File: config.mk
export PLATFORM = sky130hd
export DESIGN_NAME = disp_colour_adapt
export DESIGN_NICKNAME = d
export VERILOG_FILES = /design/src/rtl/disp_colour_pkg.sv /design/src/rtl/colour_chan.sv /design/src/rtl/disp_colour_adapt.sv
export SDC_FILE = /design/constraint.sdc
export NUM_CORES = 1
export LEC_CHECK = 0
export BUFFER_PORTS_ARGS = -buffer_cell sky130_fd_sc_hd__buf_2
export CORE_MARGIN = 2
export CORE_UTILIZATION = 52
export DETAILED_ROUTE_END_ITERATION = 8
export PLACE_DENSITY = 0.79
export SETUP_SLACK_MARGIN = 0.05
export SLEW_MARGIN = 20
export SYNTH_ARGS = -nofsm -noshare
export SYNTH_HDL_FRONTEND = slang
export SYNTH_HIERARCHICAL = 1
export SYNTH_SLANG_ARGS = --single-unit
File: constraint.sdc
create_clock -name clk_pix -period 2.4 [get_ports clk_pix]
set_input_delay 0.12 -clock clk_pix [delete_from_list [all_inputs] [get_ports clk_pix]]
set_output_delay 0.12 -clock clk_pix [all_outputs]
set_load 0.01 [all_outputs]
File: src/rtl/disp_colour_pkg.sv
// Shared constants for the display colour-depth adapter: mode encodings and
// the 4x4 ordered-dither threshold table.
package disp_colour_pkg;

    localparam logic [1:0] MODE_REPL  = 2'd0;
    localparam logic [1:0] MODE_TRUNC = 2'd1;
    localparam logic [1:0] MODE_ROUND = 2'd2;
    localparam logic [1:0] MODE_DITH  = 2'd3;

    function automatic logic [3:0] bayer4(input logic [1:0] x, input logic [1:0] y);
        logic [3:0] v;
        v = 4'd0;
        case ({y, x})
            4'h0: v = 4'd0;  4'h1: v = 4'd8;  4'h2: v = 4'd2;  4'h3: v = 4'd10;
            4'h4: v = 4'd12; 4'h5: v = 4'd4;  4'h6: v = 4'd14; 4'h7: v = 4'd6;
            4'h8: v = 4'd3;  4'h9: v = 4'd11; 4'hA: v = 4'd1;  4'hB: v = 4'd9;
            4'hC: v = 4'd15; 4'hD: v = 4'd7;  4'hE: v = 4'd13; 4'hF: v = 4'd5;
            default: v = 4'd0;
        endcase
        return v;
    endfunction

endpackage

File: src/rtl/colour_chan.sv
// One colour channel: stage 1 registers the biased sum, stage 2 registers the
// expanded or shifted/saturated result (forced to 0 when blanked).
module colour_chan import disp_colour_pkg::*; #(
    parameter int BPC_IN  = 5,
    parameter int BPC_OUT = 8
) (
    input  logic               clk,
    input  logic               rst_n,
    input  logic               de_i,
    input  logic               pad_i,
    input  logic [BPC_IN-1:0]  pix_i,
    input  logic [BPC_IN:0]    add_i,
    output logic [BPC_OUT-1:0] pix_o
);
    localparam int W = BPC_IN + 1;

    logic [W-1:0]       sum_d, sum_q;
    logic               de_q;
    logic [BPC_OUT-1:0] res_d, pix_q;

    assign sum_d = pad_i ? {1'b0, pix_i} : {1'b0, pix_i} + add_i;

    always_ff @(posedge clk or negedge rst_n) begin
        if (!rst_n) begin
            sum_q <= '0;
            de_q  <= 1'b0;
            pix_q <= '0;
        end else begin
            sum_q <= sum_d;
            de_q  <= de_i;
            pix_q <= de_q ? res_d : '0;
        end
    end

    generate
        if (BPC_OUT >= BPC_IN) begin : g_exp
            logic              pad_q;
            logic [BPC_IN-1:0] src;

            always_ff @(posedge clk or negedge rst_n) begin
                if (!rst_n) pad_q <= 1'b0;
                else        pad_q <= pad_i;
            end

            // Addend is always zero when expanding; the carry test only guards the width.
            assign src = sum_q[W-1] ? '1 : sum_q[BPC_IN-1:0];

            always_comb begin
                res_d = '0;
                if (pad_q) res_d = BPC_OUT'(src) << (BPC_OUT - BPC_IN);
                else for (int i = 0; i < BPC_OUT; i++)
                    res_d[i] = src[BPC_IN-1-((BPC_OUT-1-i) % BPC_IN)];
            end
        end else begin : g_red
            localparam int         D    = BPC_IN - BPC_OUT;
            localparam logic [W-1:0] MAXV = W'((1 << BPC_OUT) - 1);
            logic [W-1:0] shd;

            assign shd   = sum_q >> D;
            assign res_d = (shd > MAXV) ? '1 : shd[BPC_OUT-1:0];
        end
    endgenerate

    assign pix_o = pix_q;

endmodule

File: src/rtl/disp_colour_adapt.sv
// Display colour-depth adapter: frame-latched mode, rotating Bayer dither
// threshold, three channel converters and a matching 2-cycle sideband delay.
module disp_colour_adapt import disp_colour_pkg::*; #(
    parameter int         BPC_IN    = 5,
    parameter int         BPC_OUT   = 8,
    parameter int         CORDW     = 16,
    parameter logic [1:0] MODE_DEF  = MODE_REPL,
    parameter bit         FRAME_ROT = 1'b1
) (
    input  logic                    clk_pix,
    input  logic                    rst_pix_n,
    input  logic [1:0]              mode,
    input  logic signed [CORDW-1:0] in_x,
    input  logic signed [CORDW-1:0] in_y,
    input  logic                    in_de,
    input  logic                    in_frame,
    input  logic [BPC_IN-1:0]       in_r,
    input  logic [BPC_IN-1:0]       in_g,
    input  logic [BPC_IN-1:0]       in_b,
    output logic signed [CORDW-1:0] out_x,
    output logic signed [CORDW-1:0] out_y,
    output logic                    out_de,
    output logic                    out_frame,
    output logic [BPC_OUT-1:0]      out_r,
    output logic [BPC_OUT-1:0]      out_g,
    output logic [BPC_OUT-1:0]      out_b
);
    logic [1:0] mode_d, mode_q, fcnt_d, fcnt_q;
    logic       pad;
    logic [BPC_IN:0] add;

    // The frame pixel itself already sees the new mode and rotation step.
    always_comb begin
        mode_d = in_frame ? mode : mode_q;
        fcnt_d = 2'd0;
        if (mode_d == MODE_DITH && FRAME_ROT)
            fcnt_d = in_frame ? fcnt_q + 2'd1 : fcnt_q;
    end

    always_ff @(posedge clk_pix or negedge rst_pix_n) begin
        if (!rst_pix_n) begin
            mode_q <= MODE_DEF;
            fcnt_q <= 2'd0;
        end else begin
            mode_q <= mode_d;
            fcnt_q <= fcnt_d;
        end
    end

    assign pad = (mode_d == MODE_TRUNC);

    generate
        if (BPC_IN > BPC_OUT) begin : g_thr
            localparam int D = BPC_IN - BPC_OUT;
            localparam int W = BPC_IN + 1;
            logic [3:0]   b;
            logic [W-1:0] t;

            assign b = bayer4(in_x[1:0], in_y[1:0]) + {fcnt_d, 2'b00};
            if (D <= 4) begin : g_r
                assign t = W'(b >> (4 - D));
            end else begin : g_l
                assign t = W'(b) << (D - 4);
            end
            assign add = (mode_d == MODE_ROUND) ? W'(1) << (D - 1) :
                         (mode_d == MODE_DITH)  ? t : '0;
        end else begin : g_nothr
            assign add = '0;
        end
    endgenerate

    logic [2:0][BPC_IN-1:0]  cin;
    logic [2:0][BPC_OUT-1:0] cout;
    assign cin = {in_r, in_g, in_b};

    for (genvar c = 0; c < 3; c++) begin : g_ch
        colour_chan #(.BPC_IN(BPC_IN), .BPC_OUT(BPC_OUT)) u_ch (
            .clk   (clk_pix),
            .rst_n (rst_pix_n),
            .de_i  (in_de),
            .pad_i (pad),
            .pix_i (cin[c]),
            .add_i (add),
            .pix_o (cout[c])
        );
    end

    assign out_r = cout[2];
    assign out_g = cout[1];
    assign out_b = cout[0];

    logic [CORDW-1:0] x_q [2];
    logic [CORDW-1:0] y_q [2];
    logic [1:0]       de_q, fr_q;

    always_ff @(posedge clk_pix or negedge rst_pix_n) begin
        if (!rst_pix_n) begin
            x_q[0] <= '0; x_q[1] <= '0;
            y_q[0] <= '0; y_q[1] <= '0;
            de_q   <= '0;
            fr_q   <= '0;
        end else begin
            x_q[0] <= in_x;  x_q[1] <= x_q[0];
            y_q[0] <= in_y;  y_q[1] <= y_q[0];
            de_q   <= {de_q[0], in_de};
            fr_q   <= {fr_q[0], in_frame};
        end
    end

    assign out_x     = x_q[1];
    assign out_y     = y_q[1];
    assign out_de    = de_q[1];
    assign out_frame = fr_q[1];

endmodule

* Yosys cells after proc, flatten, opt, wreduce, memory -nomap -nowiden
Cells that the tools add are included.
** Word-level totals
- Output and inout port bits :: 58
- Bits in writable memories :: 0
- Word-level logic and storage cells :: 26
- Bits of input ports :: 53
- Bits in latches :: 0
- Register bits after elaboration :: 111
- Bits in read-only memories :: 0
- Memories :: 0
** Operators by class
- Reduce and logical (&&, ||, !) cells :: 0
- Magnitude comparators :: 0
- Divide/modulo/power cells :: 0
- Multipliers :: 0
- Eq/ne operators :: 1
- Add/subtract/negate cells :: 0
- Mux-type cells :: 10
- Shifts and indexed selects :: 0
- Bitwise operators :: 0
** Operators by type and width (count)
- 8-bit 2-to-1 mux :: 3
- 5-bit 2-to-1 mux :: 3
- 3-bit 2-to-1 mux :: 3
- 2-bit by 1-bit == test with 1-bit output, second input constant :: 1
- 2-bit 2-to-1 mux :: 1

* Depth between registers and ports, before layout
- Depth after elaboration :: 3
- Depth in mapped cells :: 7
- Mapped depth without buffers :: 7

* By module
Netlist, hierarchy kept.
** Modules (own cells, without submodules)
- colour_chan :: times used 3, seq. area each 400.4 µm², cells an instance 59, area each 735.7 µm²
- disp_colour_adapt :: times used 1, seq. area each 1751.7 µm², cells an instance 108, area each 2038.2 µm²

* Worst setup path after synthesis
No wires, ideal clock.
- Path kind :: flip-flop to flip-flop
- Start :: register mode_q[0] (netlist name)
- End :: register g_ch[0].u_ch.sum_q[0]
- Required time :: 2.272 ns
- Setup slack :: 0.682 ns
- Data arrival time :: 1.591 ns
- Setup time :: 0.128 ns
- Path buffers :: 1
- Period minus slack after synthesis :: 1.718 ns
- Stages on the path, launching flop included :: 5
- Cell sequence :: dfrtp_1 > nand2b_4 > o22ai_1 > buf_2 > mux2_1
** RTL lines
- end signal, assigned :: line colour_chan.sv:29 : sum_q <= sum_d;
- end, declared :: line colour_chan.sv:17 : logic [W-1:0] sum_d, sum_q;

==> impl_metrics.ini <==
[timing]
slew_headroom_pct = 61.2
final_hold_viol_count = 0
tns_ns = 0
fmax_mhz = 708
grt_setup_unrepaired = no
period_share_pct = 58.8
tightestPinTransition_ns = 0.582
setup_viol = 0
fin_skew_ns = 0.00672
slew_violations = 0
period_minus_slack_ns = 1.41

[routing]
drtIter0Drc = 129
via_per_inst = 4.64
ant_nets = 0
drt_pass1_iterations = 4
wirelength_um = 8520
dr_total_vias = 2709
route.detailed.drc = 0
wl_per_cell_um = 14.6

[min_path]
hp-class = input port to asynchronous set/reset pin

[grt]
grt_pass1_wl_um = 13900
grtUsageTotal_pct = 21.3
overflow = 0
grt_max_degree = 51
antenna_found_initial = 0
grt_pass1_vias = 2880

[floorplanning]
core_area_um2 = 7810
io_pins = 111
die_x_um = 94.4
fp-row-count = 32
die-area_um2 = 8900
die_y_um = 94.4
initial_core_util_pct = 54.4

[power_and_ir_drop]
power_switching_share_pct = 22.6
p_clk_share_pct = 48.3
pwr-share-seq_pct = 41.5
power_density_nw_per_um2 = 895
netSwitchingPower_w = 0.00121
ir_worst_vdd_v = 0.000401
pwr-share-comb_pct = 10.2
internal-power_w = 0.00416
leakagePower_nw = 2.98

[yosys]
synthesis.area_um2 = 4250
synthDominantCellAreaShare_pct = 69.6
synth-seq-cells = 118
yosysWarnings = 6
synth_top_area_cell = dfrtp_1
ys_top_cells_by_area = dfrtp_1, buf_4, ha_1, o21a_1, a211o_1
synth_cell_types = 27
yosysSeqAreaShare_pct = 69.6
syn_inst = 285
avgSynthCellArea_um2 = 14.9

[layout]
fin_util_pct = 76.9
finalNonFillerCells = 584
final_common_cell = dfrtp_1
final_nets = 540
nFillCells = 439
area_growth_pct = 41.3
drive_gt1_share_pct = 31.3
n_antenna_cell = 0
mostFrequentLayoutCells = dfrtp_1, buf_2, dlygate4sd3_1, conb_1, o21a_1

[place]
port_buffers = 110
gp_congestion = 0.781
dp_hpwl_um = 5420
place_inst = 500

[worst_setup_path]
critPathArrivalTime_ns = 1.78
crit_type = input port to flop
cp_max_fo = 18
cp.required_ns = 2.77
critPathLaunchType = input port
r2r_setup_slack_ns = 1.03
worstSetupEndpointType = flop

[clock_network]
cts.clk_slew.worst_paths_ns = 0.06
cts_sinks = 118
tritoncts.num_buffers = 17
cts_buffer_depth = 2
htree_num_levels = 4
clock_latency_ns = 0.49
root_buffer = clkbuf_8
post_cts_buffers = 0
cts_tree = done

[run_status]
outcome = finished, final reports clean

[run]
drv_cap = 0
-- Yosys cell counts (all sizes together) --
master / count
o22ai: 1
conb: 1
nand2: 14
nor2b: 12
fa: 3
or3: 3
inv: 9
mux2: 4
ha: 15
o21ai: 6
a211o: 9
buf: 35
o211ai: 3
o31ai: 3
nor4bb: 3
nor3: 3
dfrtp: 118
nor4b: 9
nand2b: 1
o21a: 21
mux2i: 3
a21o: 3
nor3b: 3
xor2: 3
-- kinds of logic after synthesis --
| family | count (synthesis) | synth area share, % |
|---|---|---|
| xor gates and xnor gates | 3 | 0.619 |
| buffers and inverters | 44 | 6.81 |
| muxes | 7 | 1.86 |
| AOI/OAI and AO/OA | 46 | 8.02 |
| other | 1 | 0.0883 |
| adders and majority gates | 18 | 5.84 |
| and+or+nand+nor | 48 | 7.22 |
| DFF | 118 | 69.6 |
-- power by group through the flow --
stage               Combinational (W)  Clock (W)  Sequential [W]
finish                       0.000548    0.00259         0.00223
global route                 0.000612    0.00275         0.00225
CTS                          0.000535    0.00264         0.00223
detailed placement           0.000466          0         0.00226
global placement             0.000452          0         0.00225
floorplan                    0.000260          0         0.00227
-- metrics by stage --
step                      total power (W)  area, um2  hold slack (ns)  setup slack, ns
after floorplan                   0.00253       4370           -0.176            0.682
after global placement            0.00270       4850            0.144             1.06
after detailed placement          0.00273       4850            0.162             1.01
after CTS                         0.00541       6000            0.161             1.03
after global routing              0.00560       6000            0.218            0.894
final                             0.00537       6000            0.173            0.988
-- path summary, 6_finish.rpt --
| kind | cells after the start | to | from |
|---|---|---|---|
| max reg2reg | 4 | g_ch[1].u_ch/sum_q[2] | mode_q[0] |
| max | 6 | g_ch[1].u_ch/sum_q[2] | in_frame |
| min reg2reg | 0 | out_x[2] | x_q[18] |
| min | 2 | g_ch[0].u_ch/sum_q[1] | rst_pix_n |
| min in group clk_pix | 2 | y_q[24] | in_y[8] |
| max in group asynchronous | 3 | x_q[22] | rst_pix_n |
-- area by class of cell --
cell class	count	area, um2	share of cell area (%)
tap	102	128	2.13
multi-input combinational	155	1130	18.8
clock buffer	18	428	7.13
timing repair buffer	168	1130	18.8
sequential	118	2950	49.2
clock inverter	14	198	3.29
inverter	9	33.8	0.563
-- worst max-delay path, cell delays in order --
cell and delay (ns):
dlygate4sd3_1 0.54, buf_2 0.16, nand2b_4 0.15, o22ai_2 0.39, buf_4 0.31, o21ai_0 0.11
-- state kept, by name (all words and copies together) (netlist names), 3 cells and up --
register	cells
g_ch.u_ch/pix_o	24
y_q	16
g_ch.u_ch/sum_q	18
out_x	16
g_ch.u_ch/g_exp.pad_q	3
g_ch.u_ch/de_q	3
out_y	16
x_q	16
-- routing by layer --
| metal | up-vias | share of wire, % | track usage [%] |
|---|---|---|---|
| li1 | 1283 | - | - |
| met1 | 1319 | 39 | 23.9 |
| met2 | 91 | 54 | 37.8 |
| met3 | 16 | 4.5 | 5.59 |
| met4 | 0 | 2.1 | 10.0 |
| met5 | - | 0 | 0 |
-- repair_timing --
item | CTS | global route
hold buffers | 52 | 0
gates resized for setup | 0 | 0
endpoints found under the hold margin | 99 | 0
Power figures use the tool's default switching activity.
